===== src/rtl/mem_access_unit_pkg.sv =====
// mem_access_unit_pkg: shared memory-op encodings, FSM states and op-class helpers.
package mem_access_unit_pkg;
  typedef enum logic [3:0] {
    MEMOP_NONE = 4'd0, MEMOP_LB, MEMOP_LBU, MEMOP_LH, MEMOP_LHU,
    MEMOP_LW, MEMOP_SB, MEMOP_SH, MEMOP_SW
  } memop_e;
  typedef enum logic [1:0] {IDLE, REQ, RESP} state_e;
  localparam logic ENABLE  = 1'b1;
  localparam logic DISABLE = 1'b0;
  function automatic logic is_store(memop_e op);
    return op inside {MEMOP_SB, MEMOP_SH, MEMOP_SW};
  endfunction
  function automatic logic is_byte(memop_e op);
    return op inside {MEMOP_LB, MEMOP_LBU, MEMOP_SB};
  endfunction
  function automatic logic is_half(memop_e op);
    return op inside {MEMOP_LH, MEMOP_LHU, MEMOP_SH};
  endfunction
  function automatic logic is_word(memop_e op);
    return op inside {MEMOP_LW, MEMOP_SW};
  endfunction
  function automatic logic misaligned(memop_e op, logic [1:0] a);
    return (is_half(op) && a[0]) || (is_word(op) && a != 2'b00);
  endfunction
endpackage


===== src/rtl/mem_access_unit_lane_align.sv =====
// mem_lane_align: little-endian byte enables, store lane replication and load extraction/extension.
module mem_lane_align
  import mem_access_unit_pkg::*;
(
  input  memop_e      op,
  input  logic [1:0]  lane,
  input  logic [31:0] store_data,
  input  logic [31:0] rdata,
  output logic [3:0]  be,
  output logic [31:0] wdata,
  output logic [31:0] load_data
);
  logic [7:0] b;
  logic [15:0] h;
  logic sx;
  always_comb begin
    b = 8'(rdata >> {lane, 3'b000});
    h = lane[1] ? rdata[31:16] : rdata[15:0];
    sx = op inside {MEMOP_LB, MEMOP_LH};
    be = is_byte(op) ? 4'b0001 << lane : is_half(op) ? (lane[1] ? 4'b1100 : 4'b0011) : 4'b1111;
    wdata = is_byte(op) ? {4{store_data[7:0]}} : is_half(op) ? {2{store_data[15:0]}} : store_data;
    load_data = is_byte(op) ? {{24{sx & b[7]}}, b} : is_half(op) ? {{16{sx & h[15]}}, h} : rdata;
  end
endmodule


===== src/rtl/mem_access_unit.sv =====
// mem_access_unit: MEM-stage load/store engine with req/ack bus, stall and AdEL/AdES.
// Define MEM_TIMEOUT_EN to raise bus_err after TIMEOUT_CYCLES without ack.
module mem_access_unit
  import mem_access_unit_pkg::*;
#(
  parameter int TIMEOUT_CYCLES = 16
) (
  input  logic        clk,
  input  logic        reset,
  input  logic        valid_in,
  input  logic [3:0]  mem_op,
  input  logic [31:0] addr,
  input  logic        alu_ov,
  input  logic [31:0] store_data,
  input  logic        flush,
  output logic        dmem_req,
  output logic        dmem_we,
  output logic [31:0] dmem_addr,
  output logic [3:0]  dmem_be,
  output logic [31:0] dmem_wdata,
  input  logic        dmem_ack,
  input  logic [31:0] dmem_rdata,
  output logic        stall,
  output logic        done,
  output logic [31:0] load_data,
  output logic        adel,
  output logic        ades,
  output logic [31:0] bad_vaddr,
  output logic        bus_err
);
  state_e state_q, state_d;
  memop_e op_q, op_in;
  logic [31:0] addr_q, sd_q, rdata_q, ld, wd;
  logic [3:0] be;
  logic acc_q, adel_q, ades_q, kill_q, berr_q;
  logic in_req, accept, mis, go_mem, timeout;
  assign op_in  = memop_e'(mem_op);
  assign in_req = state_q == REQ;
  assign accept = !in_req && valid_in && !flush;
  assign mis    = misaligned(op_in, addr[1:0]);
  assign go_mem = op_in != MEMOP_NONE && !alu_ov && !mis;
`ifdef MEM_TIMEOUT_EN
  localparam int CW = $clog2(TIMEOUT_CYCLES) + 1;
  logic [CW-1:0] cnt_q;
  always_ff @(posedge clk or negedge reset)
    if (!reset) cnt_q <= '0;
    else cnt_q <= in_req ? cnt_q + 1'b1 : '0;
  assign timeout = in_req && !dmem_ack && cnt_q == CW'(TIMEOUT_CYCLES - 1);
`else
  assign timeout = 1'b0;
`endif
  always_ff @(posedge clk or negedge reset)
    if (!reset) state_q <= IDLE;
    else state_q <= state_d;
  always_comb begin
    state_d = in_req ? ((dmem_ack || timeout) ? RESP : REQ) : accept ? (go_mem ? REQ : RESP) : IDLE;
  end
  always_ff @(posedge clk or negedge reset) begin
    if (!reset) begin
      op_q    <= MEMOP_NONE;
      addr_q  <= '0;
      sd_q    <= '0;
      rdata_q <= '0;
      acc_q   <= DISABLE;
      adel_q  <= DISABLE;
      ades_q  <= DISABLE;
      kill_q  <= DISABLE;
      berr_q  <= DISABLE;
    end else if (accept) begin
      op_q   <= op_in;
      addr_q <= addr;
      sd_q   <= store_data;
      acc_q  <= go_mem;
      adel_q <= !alu_ov && mis && !is_store(op_in);
      ades_q <= !alu_ov && mis && is_store(op_in);
      kill_q <= DISABLE;
      berr_q <= DISABLE;
    end else if (in_req) begin
      if (flush) kill_q <= ENABLE;
      if (dmem_ack) rdata_q <= dmem_rdata;
      if (timeout) begin
        berr_q <= ENABLE;
        acc_q  <= DISABLE;
      end
    end
  end
  mem_lane_align u_align (
    .op(op_q), .lane(addr_q[1:0]), .store_data(sd_q), .rdata(rdata_q),
    .be(be), .wdata(wd), .load_data(ld)
  );
  // Bus outputs are only driven in REQ so an idle or reset unit shows all zeros.
  assign dmem_req   = in_req;
  assign dmem_we    = in_req && is_store(op_q);
  assign dmem_addr  = in_req ? {addr_q[31:2], 2'b00} : '0;
  assign dmem_be    = in_req ? be : '0;
  assign dmem_wdata = dmem_we ? wd : '0;
  assign stall      = in_req;
  assign done       = state_q == RESP && !kill_q;
  assign load_data  = done && acc_q && !is_store(op_q) ? ld : '0;
  assign adel       = done && adel_q;
  assign ades       = done && ades_q;
  assign bus_err    = done && berr_q;
  assign bad_vaddr  = (adel || ades || bus_err) ? addr_q : '0;
endmodule

===== config.mk =====
export PLATFORM = sky130hd
export DESIGN_NAME = mem_access_unit
export DESIGN_NICKNAME = d
export VERILOG_FILES = /design/src/rtl/mem_access_unit_pkg.sv /design/src/rtl/mem_access_unit_lane_align.sv /design/src/rtl/mem_access_unit.sv
export SDC_FILE = /design/constraint.sdc
export NUM_CORES = 1
export LEC_CHECK = 0
export ABC_AREA = 1
export BUFFER_PORTS_ARGS = -buffer_cell sky130_fd_sc_hd__buf_2
export CAP_MARGIN = 20
export CORE_MARGIN = 1.5
export CORE_UTILIZATION = 53
export DETAILED_ROUTE_END_ITERATION = 16
export HOLD_SLACK_MARGIN = 0.1
export PLACE_DENSITY = 0.87
export SYNTH_ARGS = -nofsm -noshare
export SYNTH_HDL_FRONTEND = slang
export SYNTH_SLANG_ARGS = --single-unit

===== constraint.sdc =====
create_clock -name clk -period 3.2 [get_ports clk]
set_input_delay 0.64 -clock clk [delete_from_list [all_inputs] [get_ports clk]]
set_output_delay 0.64 -clock clk [all_outputs]
set_load 0.03 [all_outputs]

; After elaboration in Yosys (flattened, before gate mapping)
; Index checks and enable logic that the tools add are counted.
[totals]
regBits = 106
out_inout_bits = 139
word_cells = 86
input_bits = 106
[op_classes]
n_eq_ne = 15
n_reduce_logical = 37
mux = 20
bitwise_logic = 3
shifts = 2
[ops]
columns = op, n
row1 = $mux 32, 8
row2 = $shr 32x5->8, 1
row3 = $eq 4x3->1 const B, 7
row4 = $mux 16, 1
row5 = $mux 4, 4
row6 = $logic_and 1x1->1, 15
row7 = $reduce_bool 3->1, 5
row8 = $eq 4x2->1 const B, 3
row9 = $reduce_bool 2->1, 5
row10 = $eq 4x4->1 const B, 2
row11 = $mux 2, 4
row12 = $logic_not 1->1, 7
row13 = $eq 4x1->1 const B, 1
row14 = $reduce_bool 4->1, 1
row15 = $shl 1x2->4 const A, 1
row16 = $mux 1, 3
row17 = $reduce_and 3->1, 1
row18 = $and 1x1->1, 2
row19 = $eq 2x1->1 const B, 1
row20 = $eq 2x2->1 const B, 1
row21 = $logic_or 1x1->1, 2
row22 = $reduce_and 2->1, 1
row23 = $not 1->1, 1

; Logic depth before layout (Yosys ltp)
; Gate-level depths: netlist of the first run.
[depth]
word_depth = 9
mapped_depth = 9

; By module
; A second synthesis of the first run with hierarchy kept.
[hier_totals]
hier_cells = 969
hier_area_um2 = 6827.8
[modules_own_cells]
columns = module, seq_area_each_um2, n_inst, area_each_um2, cells_each
row1 = mem_access_unit, 2652.5, 1, 5182.5, 605
row2 = mem_lane_align, 0.0, 1, 1645.3, 364

; Worst setup path before layout of the first run
; Ideal clock, no wire load.
[synth_path]
path_type = register to output
from = reg kill_q
to = out bad_vaddr[10]
n_path_buf = 1
path_stages_with_launch = 7
t_arrival_ps = 2157
required_ps = 2560
slack_ps = 403
path_cell_list = dfrtp_1 -> nor3_4 -> inv_1 -> nor2_1 -> nor2_1 -> clkbuf_1 -> nor2_1
[synth_via]
elab_chain_cells = 5
elab_cells_between_ends = 6
cone_classes = mux: 1 / reduce/logical: 5
[synth_rtl]
columns = item, line_no
row1 = "start, declared", mem_access_unit.sv:35  ; logic acc_q, adel_q, ades_q, kill_q, berr_q;
row2 = "start signal, assigned", mem_access_unit.sv:67  ; kill_q <= DISABLE;
row3 = "start signal, assigned", mem_access_unit.sv:76  ; kill_q <= DISABLE;
row4 = "start signal, assigned", mem_access_unit.sv:79  ; if (flush) kill_q <= ENABLE;
row5 = $logic_not 1->1, mem_access_unit.sv:98  ; assign done = state_q == RESP && !kill_q;
row6 = $logic_and 1x1->1, mem_access_unit.sv:98
row7 = named net done, mem_access_unit.sv:24  ; output logic done,
row8 = $logic_and 1x1->1, mem_access_unit.sv:101  ; assign ades = done && ades_q;
row9 = named net ades, mem_access_unit.sv:27  ; output logic ades,
row10 = $logic_or 1x1->1, mem_access_unit.sv:103  ; assign bad_vaddr = (adel || ades || bus_err) ? addr_q : '0;
row11 = $mux 32, mem_access_unit.sv:103
row12 = "end, declared", mem_access_unit.sv:28  ; output logic [31:0] bad_vaddr,
; The timed path passes the listed nets, and every way through them passes these cells.

; Worst setup path in the final report of the first run
[layout_path]
from = reg op_q[3]
to = out dmem_wdata[20]
[layout_via]
elab_chain_cells = 5
elab_cells_between_ends = 14
cone_classes = eq/ne: 7 / mux: 3 / reduce/logical: 4
[layout_rtl]
columns = item, line_no
row1 = "start, declared", mem_access_unit.sv:32  ; memop_e op_q, op_in;
row2 = "start signal, assigned", mem_access_unit.sv:70  ; op_q <= op_in;
row3 = $eq 4x2->1 (tied with other cells), mem_access_unit_pkg.sv:17  ; return op inside {MEMOP_LH, MEMOP_LHU, MEMOP_SH};
row4 = $reduce_bool 3->1, mem_access_unit_pkg.sv:17
row5 = $mux 32 (2 in a row), mem_access_unit_lane_align.sv:21  ; wdata = is_byte(op) ? {4{store_data[7:0]}} : is_half(op) ? {2{store_data[15:0]}} : store_data;
row6 = $mux 32 *, mem_access_unit.sv:96  ; assign dmem_wdata = dmem_we ? wd : '0;
row7 = "end, declared", mem_access_unit.sv:20  ; output logic [31:0] dmem_wdata,
; Every way passes the cells marked *; elsewhere a longest branch is shown, timed or not.

==> flow_summary.ini, run 1 <==
[timing]
skew_ns = 0.00639
hold_slack_ns = 0.344
setup_tns_ns = 0
fmax_mhz = 339
setup_viol = 0
setup_slack_ns = 0.250
rsz0062_at_grt = no
finalCriticalPeriod_ns = 2.95
final_max_slew_viol_count = 0
maxSlewHeadroom = 0.390
min_period_over_period = 0.922
hold_viol = 0
worst_pin_slew_ns = 0.912

[logic_synthesis]
synth_cells = 872
avgSynthCellArea_um2 = 6.95
synth_top_area_frac = 0.438
yosys-top-cells-area = dfrtp_1 (44%), nand2_1 (16%), nor2_1 (11%)
ys_seq_area_frac = 0.438
synth_area_mm2 = 0.00606
ys_warn_count = 0
synth_edf_count = 0
ys_top_cells_by_count = nand2_1 (254), nor2_1 (175), dfrtp_1 (106), o21ai_0 (86), inv_1 (75)
ys.flop_type = dfrtp_1
ys_ff_latch = 106
async_reset_ff_frac = 1.00
post-synth-top-count-cell = nand2_1
yosys.area.top_type = dfrtp_1
synth_cell_types = 30

[place]
gp_congestion = 0.930
place_area_mm2 = 0.00728
numPortBuffers = 241
dpl.hpwl_um = 12500
dpl_worst_slack_ns = 0.551

[run_status]
status = finished, final reports clean

[final_layout]
area_delta_synth_final_pct = 25.5
nNetsFinal = 1193
finish.instance_area_mm2 = 0.00761
seq_area_mm2 = 0.00265
drive_gt1_frac = 0.278
antenna_cells = 0
fillers = 974
multi_input_area_mm2 = 0.00286

[worst_setup_path]
cp-start-kind = flip-flop
path_buf_inv = 3
reg2reg_to = acc_q
crit_path_cell_trace = inv_4 > nand2_4 > a21oi_4 > nand2_2 > inv_2 > o21ai_0 > nor2_1 > buf_2
cpLargestDelayFamily = buffers and inverters
crit-reg2reg-launch = state_q[0]
critPathKind = flip-flop to output port
cp-startpoint = op_q[3]
cp.arrival_ns = 2.31
cp_slowest_stage_delay_ns = 0.45
reg2reg_depth = 8
critPathRequiredTime_ns = 2.56
cp_max_fo = 25
worstSetupEndpointType = output port
ff2ff_setup_slack_ns = 1.12
cp_slowest_cell = dfrtp_1

[clocking]
insertion_delay_ns = 0.35
numCtsBuffers = 9
ctsRootBufferMaster = clkbuf_16
clock-sinks = 106
cts_hold_buf = 0
path_clk_slew_ns = 0.08
h-tree-depth = 3
cts_tree = yes
max-clock-path-buffers = 2
postCtsSetupBuffers = 0

[global_routing]
grt_max_degree = 58
grt_pass1_vias = 5549
gr-total-overflow = 0
antenna_found_initial = 0
grt.total_usage = 0.280
grt_pass1_wl_um = 25800

[pwr]
p_per_area_mw_per_mm2 = 589
p_leak_nw = 4.37
total_power_mw = 4.48
ir_drop_mv = 0.342

[worst_hold_path]
hold_class = input pin to asynchronous set/reset pin

[route]
initialDrtViolationCount = 391
drc_errors = 0
totalWireLength_um = 17000
dr.pass1.iters = 5
wl_per_cell_um = 13.8
ant_nets = 0
vias = 6329
viasPerCell = 5.14

[die]
rows = 38
die_area_mm2 = 0.0121
pin_count = 245
initial_core_util = 0.552
fp.dieH_um = 110
core_area_mm2 = 0.0110
die_w_um = 110

[job]
max-cap-violations = 0
[timing repair]
item | CTS | global route
resized for setup | 0 | 1
endpoints found under the hold margin | 0 | 0
endpoints found under the setup margin | 0 | 4
[state kept, by name, indices dropped and copies added (netlist names)]
register,flops
acc_q,1
addr_q,32
adel_q,1
ades_q,1
kill_q,1
op_q,4
rdata_q,32
sd_q,32
state_q,2
[how the worst max path moves through the flow]
stage	endpoint	slack, ns	cells past startpoint
global route	dmem_wdata[18]	0.04	8
detailed placement	dmem_wdata[19]	0.55	9
finish	dmem_wdata[20]	0.25	8
CTS	dmem_wdata[19]	0.17	9
floorplan	bad_vaddr[10]	0.40	6
global placement	dmem_wdata[19]	0.64	9
[cell families after synthesis]
logic type,Yosys count,synth area share
simple gates,470,0.318
compound gates,156,0.134
buf+inv,130,0.0935
flops,106,0.438
mux,9,0.0167
other cells,1,0.000619
[layout by cell type, fill, tap and decap left out, types with 5 or more instances in the layout]
cell type,count
buf_2,240
dfrtp_1,106
inv_1,75
nand2_4,5
mux2_2,9
clkbuf_16,9
o21ai_0,86
nand3_1,22
nand2_2,6
nor2_1,174
a21oi_1,63
buf_4,12
nand2_1,253
[power by group]
part	switching, mW	internal [mW]	total, mW
clock network	0.546	0.631	1.18
registers	0.218	1.64	1.85
logic	0.993	0.459	1.45
total	1.76	2.72	4.48
[stage by stage]
step,cells,utilization
2_1_floorplan,874,-
3_3_place_gp,1216,0.663
3_5_place_dp,1216,0.663
4_1_cts,1232,0.692
5_1_grt,1232,0.693
6_report,1232,0.693
[layout make-up]
cell class / instances / share of cell area
clock buffers: 9 / 0.0296
clock inverters: 7 / 0.0125
multi-input cells: 638 / 0.376
repair buffers: 252 / 0.170
well taps: 140 / 0.0230
inverters: 80 / 0.0405
flip-flops and latches: 106 / 0.349
[routing by layer]
layer,vias up,wire (um),GRT usage
li1,3140,-,-
met1,2831,6880,0.351
met2,315,8190,0.479
met3,43,1460,0.0486
met4,0,477,0.115
met5,-,0,0
No activity file was read; power rests on OpenSTA's default activity.
==> run 2: changes to the inputs <==
CORE_MARGIN = 2   (was 1.5)
PLACE_DENSITY = unset   (was 0.87)
PLACE_DENSITY_LB_ADDON = 0.05   (was unset)
==> run 2 against run 1 <==
Against the previous run:
- die area increased by 1.8%
- hold slack improved by 0.0084 ns
- sequential power about the same
- maximum frequency decreased by 0.34%
- clock power decreased by 6%
- global-route usage decreased by 0.51 points
- final cell count about the same
- first-iteration DRC count increased by 10%
- flip-flop and latch count unchanged
- combinational power about the same
- worst setup slack got worse by 0.010 ns
- largest cell class unchanged
==> flow_summary.ini, run 2 (synthesis gave the netlist of run 1 again) <==
[run_status]
status = finished, final reports clean

[final_layout]
area_delta_synth_final_pct = 25.2
largestRegisters = addr_q x32, rdata_q x32, sd_q x32
antenna_cells = 0
multi_input_area_mm2 = 0.00286
final_cell_mix = nand2_1 (253), buf_2 (240), nor2_1 (174), dfrtp_1 (106), o21ai_0 (86)
finish.instance_area_mm2 = 0.00759
final_common_cell = nand2_1
fillers = 1101
seq_area_mm2 = 0.00265
nNetsFinal = 1192
drive_gt1_frac = 0.276

[die]
pin_count = 245
core_area_mm2 = 0.0113
fp.dieH_um = 111
rows = 39
initial_core_util = 0.538
die_w_um = 111
die_area_mm2 = 0.0123

[clocking]
ctsRootBufferMaster = clkbuf_16
h-tree-depth = 3
cts_hold_buf = 0
max-clock-path-buffers = 2
postCtsSetupBuffers = 0
path_clk_slew_ns = 0.07
insertion_delay_ns = 0.35
cts_tree = yes
clock-sinks = 106
numCtsBuffers = 9

[worst_setup_path]
critPathRequiredTime_ns = 2.56
worstSetupEndpointType = output port
cp.arrival_ns = 2.32
cp_slowest_stage_delay_ns = 0.45
cpLargestDelayFamily = buffers and inverters
cp_max_fo = 25
cp_slowest_cell = dfrtp_1
cp-start-kind = flip-flop
path_buf_inv = 3
critPathKind = flip-flop to output port
crit_path_cell_trace = inv_4 > nand2_4 > a21oi_4 > nand2_2 > inv_2 > o21ai_0 > nor2_1 > buf_2

[global_routing]
antenna_found_initial = 0
grt_max_degree = 86
grt.total_usage = 0.275
grt_pass1_wl_um = 27300
grt_pass1_vias = 5549
gr-total-overflow = 0

[route]
viasPerCell = 5.00
vias = 6159
ant_nets = 0
wl_per_cell_um = 13.6
dr.pass1.iters = 5
drc_errors = 0
initialDrtViolationCount = 431
totalWireLength_um = 16700

[timing]
skew_ns = 0.00458
rsz0062_at_grt = no
min_period_over_period = 0.925
finalCriticalPeriod_ns = 2.96
setup_tns_ns = 0
setup_viol = 0
maxSlewHeadroom = 0.414
setup_slack_ns = 0.240
fmax_mhz = 338
final_max_slew_viol_count = 0
worst_pin_slew_ns = 0.876
hold_viol = 0

[place]
gp_congestion = 0.885
numPortBuffers = 241
dpl_worst_slack_ns = 0.581
place_area_mm2 = 0.00729
dpl.hpwl_um = 12300

[pwr]
p_leak_nw = 4.36
ir_drop_mv = 0.590
total_power_mw = 4.40
p_per_area_mw_per_mm2 = 580

[worst_hold_path]
hold_class = input pin to asynchronous set/reset pin

[job]
max-cap-violations = 0
-- run 2: power breakdown --
part / internal, mW / switching, mW / leakage (nW)
combinational: 0.459 / 0.965 / 2.94
sequential: 1.64 / 0.223 / 1.27
clock: 0.625 / 0.488 / 0.142
total: 2.72 / 1.68 / 4.36
-- run 2: final timing paths --
check / from / end / slack, ns / cells past startpoint
min in group clk: store_data[11] / sd_q[11] / 0.47 / 3
setup / recovery: op_q[3] / dmem_wdata[20] / 0.24 / 8
max in group asynchronous: reset / addr_q[25] / 2.11 / 2
setup reg to reg: state_q[0] / addr_q[16] / 0.94 / 7
hold / removal: reset / rdata_q[17] / 0.35 / 1
hold reg to reg: ades_q / ades_q / 0.48 / 2
-- run 2: what timing repair did --
| item | 4_1_cts | 5_1_grt |
|---|---|---|
| hold endpoints to repair | 0 | 0 |
| gates resized for setup | 0 | 1 |
| setup endpoints to repair | 0 | 4 |
-- run 2: metal layers --
layer	vias to the layer above	part of all wire	global-route usage
met5	-	0	0
met4	0	0.014	0.0658
met3	18	0.079	0.0700
met2	247	0.46	0.444
met1	2770	0.45	0.376
li1	3124	-	-
-- run 2: through the flow --
stage | hold WS, ns | cells | util
floorplan | 0.344 | 874 | -
global placement | 0.463 | 1218 | 0.647
detailed placement | 0.466 | 1218 | 0.647
CTS | 0.384 | 1233 | 0.673
global route | 0.426 | 1233 | 0.673
finish | 0.352 | 1233 | 0.673
-- run 2: cell type report --
cell class | count | area share
sequential | 106 | 0.350
multi-input combinational | 638 | 0.377
timing repair buffer | 251 | 0.171
clock inverter | 4 | 0.00676
inverter | 80 | 0.0406
clock buffer | 11 | 0.0320
tap | 143 | 0.0236
-- run 2: worst reg2reg max path, stage by stage, from the launching register on --
cell and delay (ns):
dfrtp_1 0.42, nand2_2 0.09, buf_4 0.34, nand3_1 0.12, buf_4 0.28, inv_2 0.38, buf_12 0.34, o21ai_0 0.16
